**src/rtl/mtm_alu_deserializer.sv**
```systemverilog
// Receive side of the mtm_Alu serial link: rebuilds B, A and OP from 11-bit frames
// and validates frame count, CRC-4 and opcode before handing operands to the ALU core.
module mtm_alu_deserializer (
    input  logic        clk,
    input  logic        rst,
    input  logic        sin,
    output logic [31:0] a,
    output logic [31:0] b,
    output logic [2:0]  op,
    output logic        valid,
    output logic        err_data,
    output logic        err_crc,
    output logic        err_op
);

    typedef enum logic [1:0] {
        IDLE    = 2'd0,
        TYPE    = 2'd1,
        PAYLOAD = 2'd2,
        STOP    = 2'd3
    } state_t;

    state_t      state_q;
    logic        type_q;
    logic [2:0]  bit_cnt_q;
    logic [3:0]  data_cnt_q;
    logic [7:0]  byte_sr_q;
    logic [63:0] asm_q;
    logic [31:0] a_q;
    logic [31:0] b_q;
    logic [2:0]  op_q;
    logic        valid_q;
    logic        err_data_q;
    logic        err_crc_q;
    logic        err_op_q;

    logic [2:0]  cmd_op_d;
    logic [3:0]  crc_d;
    logic        op_ok_d;

    // CRC-4, x^4+x+1, init 0, MSB first over the 68-bit message.
    function automatic logic [3:0] crc4(input logic [67:0] msg);
        logic [3:0] c;
        c = 4'h0;
        for (int i = 67; i >= 0; i--) begin
            c = {c[2:0], 1'b0} ^ ({4{c[3] ^ msg[i]}} & 4'h3);
        end
        return c;
    endfunction

    always_comb begin
        cmd_op_d = byte_sr_q[6:4];
        crc_d    = crc4({asm_q, 1'b1, cmd_op_d});
        op_ok_d  = (cmd_op_d == 3'b000) || (cmd_op_d == 3'b001) ||
                   (cmd_op_d == 3'b100) || (cmd_op_d == 3'b101);
    end

    always_ff @(posedge clk) begin
        if (!rst) begin
            state_q    <= IDLE;
            type_q     <= 1'b0;
            bit_cnt_q  <= 3'd0;
            data_cnt_q <= 4'd0;
            byte_sr_q  <= 8'd0;
            asm_q      <= 64'd0;
            a_q        <= 32'd0;
            b_q        <= 32'd0;
            op_q       <= 3'd0;
            valid_q    <= 1'b0;
            err_data_q <= 1'b0;
            err_crc_q  <= 1'b0;
            err_op_q   <= 1'b0;
        end else begin
            valid_q    <= 1'b0;
            err_data_q <= 1'b0;
            err_crc_q  <= 1'b0;
            err_op_q   <= 1'b0;
            case (state_q)
                IDLE: begin
                    if (!sin) state_q <= TYPE;
                end
                TYPE: begin
                    type_q    <= sin;
                    bit_cnt_q <= 3'd0;
                    state_q   <= PAYLOAD;
                end
                PAYLOAD: begin
                    byte_sr_q <= {byte_sr_q[6:0], sin};
                    bit_cnt_q <= bit_cnt_q + 3'd1;
                    if (bit_cnt_q == 3'd7) state_q <= STOP;
                end
                STOP: begin
                    state_q <= IDLE;
                    if (!sin) begin
                        err_data_q <= 1'b1;
                        data_cnt_q <= 4'd0;
                    end else if (!type_q) begin
                        // Count saturates at 9 so any overflow is remembered until the CMD frame.
                        if (data_cnt_q < 4'd8) begin
                            asm_q      <= {asm_q[55:0], byte_sr_q};
                            data_cnt_q <= data_cnt_q + 4'd1;
                        end else begin
                            data_cnt_q <= 4'd9;
                        end
                    end else begin
                        data_cnt_q <= 4'd0;
                        if (data_cnt_q != 4'd8) begin
                            err_data_q <= 1'b1;
                        end else if (crc_d != byte_sr_q[3:0]) begin
                            err_crc_q <= 1'b1;
                        end else if (!op_ok_d) begin
                            err_op_q <= 1'b1;
                        end else begin
                            b_q     <= asm_q[63:32];
                            a_q     <= asm_q[31:0];
                            op_q    <= cmd_op_d;
                            valid_q <= 1'b1;
                        end
                    end
                end
                default: state_q <= IDLE;
            endcase
        end
    end

    assign a        = a_q;
    assign b        = b_q;
    assign op       = op_q;
    assign valid    = valid_q;
    assign err_data = err_data_q;
    assign err_crc  = err_crc_q;
    assign err_op   = err_op_q;

endmodule

```
**config.mk**
```make
export PLATFORM = sky130hd
export DESIGN_NAME = mtm_alu_deserializer
export DESIGN_NICKNAME = d
export VERILOG_FILES = /design/src/rtl/mtm_alu_deserializer.sv
export SDC_FILE = /design/constraint.sdc
export NUM_CORES = 1
export LEC_CHECK = 0
export CORE_MARGIN = 3
export CORE_UTILIZATION = 30
export DETAILED_ROUTE_END_ITERATION = 6
export GPL_TIMING_DRIVEN = 0
export HOLD_SLACK_MARGIN = 0.06
export PLACE_DENSITY_LB_ADDON = 0.08
export SLEW_MARGIN = 40
export SYNTH_ARGS = -nofsm -noshare
export SYNTH_HDL_FRONTEND = slang
export SYNTH_SLANG_ARGS = --single-unit
export TNS_END_PERCENT = 50
```
**constraint.sdc**
```tcl
create_clock -name clk -period 4.1 [get_ports clk]
set_input_delay 0.41 -clock clk [delete_from_list [all_inputs] [get_ports clk]]
set_output_delay 0.41 -clock clk [all_outputs]
set_load 0.01 [all_outputs]
```
==> flow_summary_export.csv <==
group,metric,value,unit
run_status,outcome,"finished, final reports clean",
finish,final_area,9250,sq um
routing,drtIter0Drc,334,
finish,multiInputGateArea,3980,sq um
yosys,synth_most_common_cell,"dfxtp_1",
finish,area_growth,26.4,%
die,io_pins,74,
yosys,yosysTopAreaCell,"dfxtp_1",
yosys,ys_warn_count,0,
placed_design,io_buffers,73,
sta,relSlewSlack,50.5,%
routing,drc,0,
yosys,netlist_instances,805,
yosys,yosysSeqAreaShare,41.8,%
clock_network,cts.htree.levels,4,
routing,drtAntennaViolNets,0,
finish,drive_above_1_share,9.59,%
finish,fin_util,38.9,%
finish,n_fill_cell,2427,
sta,fin_setup_tns,0,ns
routing,vias,6106,
sta,max_freq,0.254,GHz
sta,min_period,3.93,ns
routing,wl,23400,microns
routing,firstDrtPassIters,5,
routing,vias_per_cell,4.98,
yosys,ys_top_cells_by_count,"dfxtp_1 (153), a21oi_1 (137), nand2_1 (134)",
run,drv_cap,0,
yosys,synthArstFlopShare,0,%
global_routing,grt_overflow,0,
critical_path,start_kind,"flop",
global_routing,grtUsageTotal,18.2,%
clock_network,cts_sinks,153,
clock_network,path_clk_slew,0.06,ns
yosys,ys_seq_elements,153,
critical_path,arrival,4.23,ns
finish,regArea,3080,sq um
critical_path,crit_fanout,10,
critical_path,cp.required,4.40,ns
pwr,ir_drop,213,uV
placed_design,placed_area,8450,sq um
routing,drt-wirelength-per-cell,19.1,microns
die,coreArea,23800,sq um
yosys,syn_area,7320,sq um
sta,fin_crit_sh,95.9,%
die,die-height,162,microns
sta,final_hold_viol_count,0,
critical_path,cp-end-kind,"flop",
placed_design,dp_hpwl,17000,microns
worst_hold_path,min_path_type,"flop to flop",
sta,fin_skew,0.0116,ns
yosys,synth_flop_cell,"dfxtp_1",
yosys,synthTopCellsByArea,"dfxtp_1 (42%), a21oi_1 (9.4%), xnor3_1 (8.6%)",
finish,antenna_cells,0,
die,dieArea,26300,sq um
sta,tightest_slew,0.742,ns
die,fp-row-count,56,
yosys,synth_edf_count,0,
clock_network,clk_path_buf_depth,2,
yosys,synth_top_area_share,41.8,%
die,die_width,162,microns
sta,slew_violations,0,
clock_network,cts_root_buf,"clkbuf_16",
yosys,yosysUniqueCellTypes,38,
critical_path,worst-setup-path-type,"flop to flop",
clock_network,cts_tree,"done",
pwr,powerDensity,393,nW/um^2
die,initial_core_util,30.8,%
placed_design,place_congestion,0.801,
yosys,postSynthAreaPerCell,9.09,sq um
global_routing,antenna_found_initial,0,
pwr,p_leak,3.13,nW
clock_network,cts_hold_buf,0,
finish,nets,908,
clock_network,clock_latency,0.43,ns
yosys,postSynthNetCount,817,
global_routing,grt_pass1_wl,36500,microns
global_routing,grt_max_degree,17,
clock_network,cts_made_buffers,17,
sta,finalSetupViolCount,0,
global_routing,grt_pass1_vias,6095,
-- layout by cell type, fill, tap and decap left out, drive strengths merged, types with 20 or more instances in the layout --
| cell type | synthesis | layout |
|---|---|---|
| a21oi | 137 | 137 |
| clkdlybuf4s50 | 0 | 73 |
| nand2 | 134 | 134 |
| nand4 | 67 | 67 |
| xnor3 | 29 | 29 |
| dfxtp | 153 | 153 |
| buf | 19 | 20 |
| clkbuf | 58 | 73 |
| o31ai | 66 | 66 |
| xnor2 | 51 | 51 |
-- kinds of logic (layout without fill, tap and decap cells) --
logic type | Yosys count | in the layout | synth area share [%]
adders and majority gates | 9 | 9 | 1.54
buffers and inverters | 84 | 186 | 4.79
and+or+nand+nor | 237 | 237 | 15.2
AOI/OAI and AO/OA | 208 | 208 | 16.6
DFF | 153 | 153 | 41.8
muxes | 15 | 15 | 2.14
xor gates and xnor gates | 99 | 99 | 17.8
-- metrics by stage --
| stage | cells | power, mW | setup slack (ns) | hold WS, ns |
|---|---|---|---|---|
| CTS | 1227 | 3.67 | 0.00355 | 0.440 |
| global route | 1226 | 3.76 | -0.00109 | 0.478 |
| global placement | 1197 | 1.81 | -0.437 | 0.423 |
| floorplan | 805 | 1.74 | 0.441 | 0.431 |
| finish | 1226 | 3.64 | 0.168 | 0.434 |
| detailed placement | 1197 | 1.81 | -0.430 | 0.427 |
-- worst max-delay path, stage by stage, from the launching register on --
cell and delay [ns]:
dfxtp_4 0.39, xnor2_4 0.22, xnor3_2 0.50, xnor3_1 0.34, xnor3_1 0.40, xnor3_2 0.46
xnor3_2 0.42, mux2_4 0.41, clkbuf_1 0.26, o31ai_1 0.28, a21oi_1 0.10
-- report_power, final --
group	switching (mW)	leakage, nW	internal, mW	total, mW
Clock	0.661	0.333	1.20	1.86
Combinational	0.169	1.56	0.0876	0.256
Sequential	0.0191	1.24	1.50	1.52
Total	0.849	3.13	2.79	3.64
-- layer usage --
metal  part of all wire [%]  global-route usage [%]  vias up  wire length [microns]
met5                      0                       0        -                      0
met4                    1.8                    5.47        0                    427
met3                    2.9                    2.86       22                    677
met2                     46                    29.4      111                  10900
met1                     49                    25.3     2928                  11400
li1                       -                       -     3045                      -
-- state kept, by name (all words and copies together), names as in the netlist --
register    flops
err_op          1
err_data        1
b              32
op              3
state_q         2
valid           1
err_crc         1
type_q          1
data_cnt_q      4
a              32
byte_sr_q       8
asm_q          64
bit_cnt_q       3
-- final timing paths --
kind	from	cells past startpoint	endpoint	slack, ns
worst min register to register	op[1]$_SDFFE_PN0P_	2	op[1]$_SDFFE_PN0P_	0.43
worst min-delay path	op[1]$_SDFFE_PN0P_	2	op[1]$_SDFFE_PN0P_	0.43
worst max register to register	asm_q[32]$_SDFFE_PN0P_	10	b[6]$_SDFFE_PN0P_	0.17
worst max-delay path	asm_q[32]$_SDFFE_PN0P_	10	b[6]$_SDFFE_PN0P_	0.17
-- area by class of cell --
type	instances	share of cell area (%)
plain buffers	74	3.63
flip-flops and latches	153	33.3
repair buffers	75	8.06
clock inverters	13	2.72
clock buffers	17	4.60
well taps	319	4.32
multi-input cells	568	43.1
inverters	7	0.284
-- repair_timing --
item / 4_1_cts / 5_1_grt
pin swaps: 2 / 2
setup endpoints to repair: 70 / 63
gates resized for setup: 12 / 35
setup buffers: 1 / 1
(Power assumes the default switching activity.)
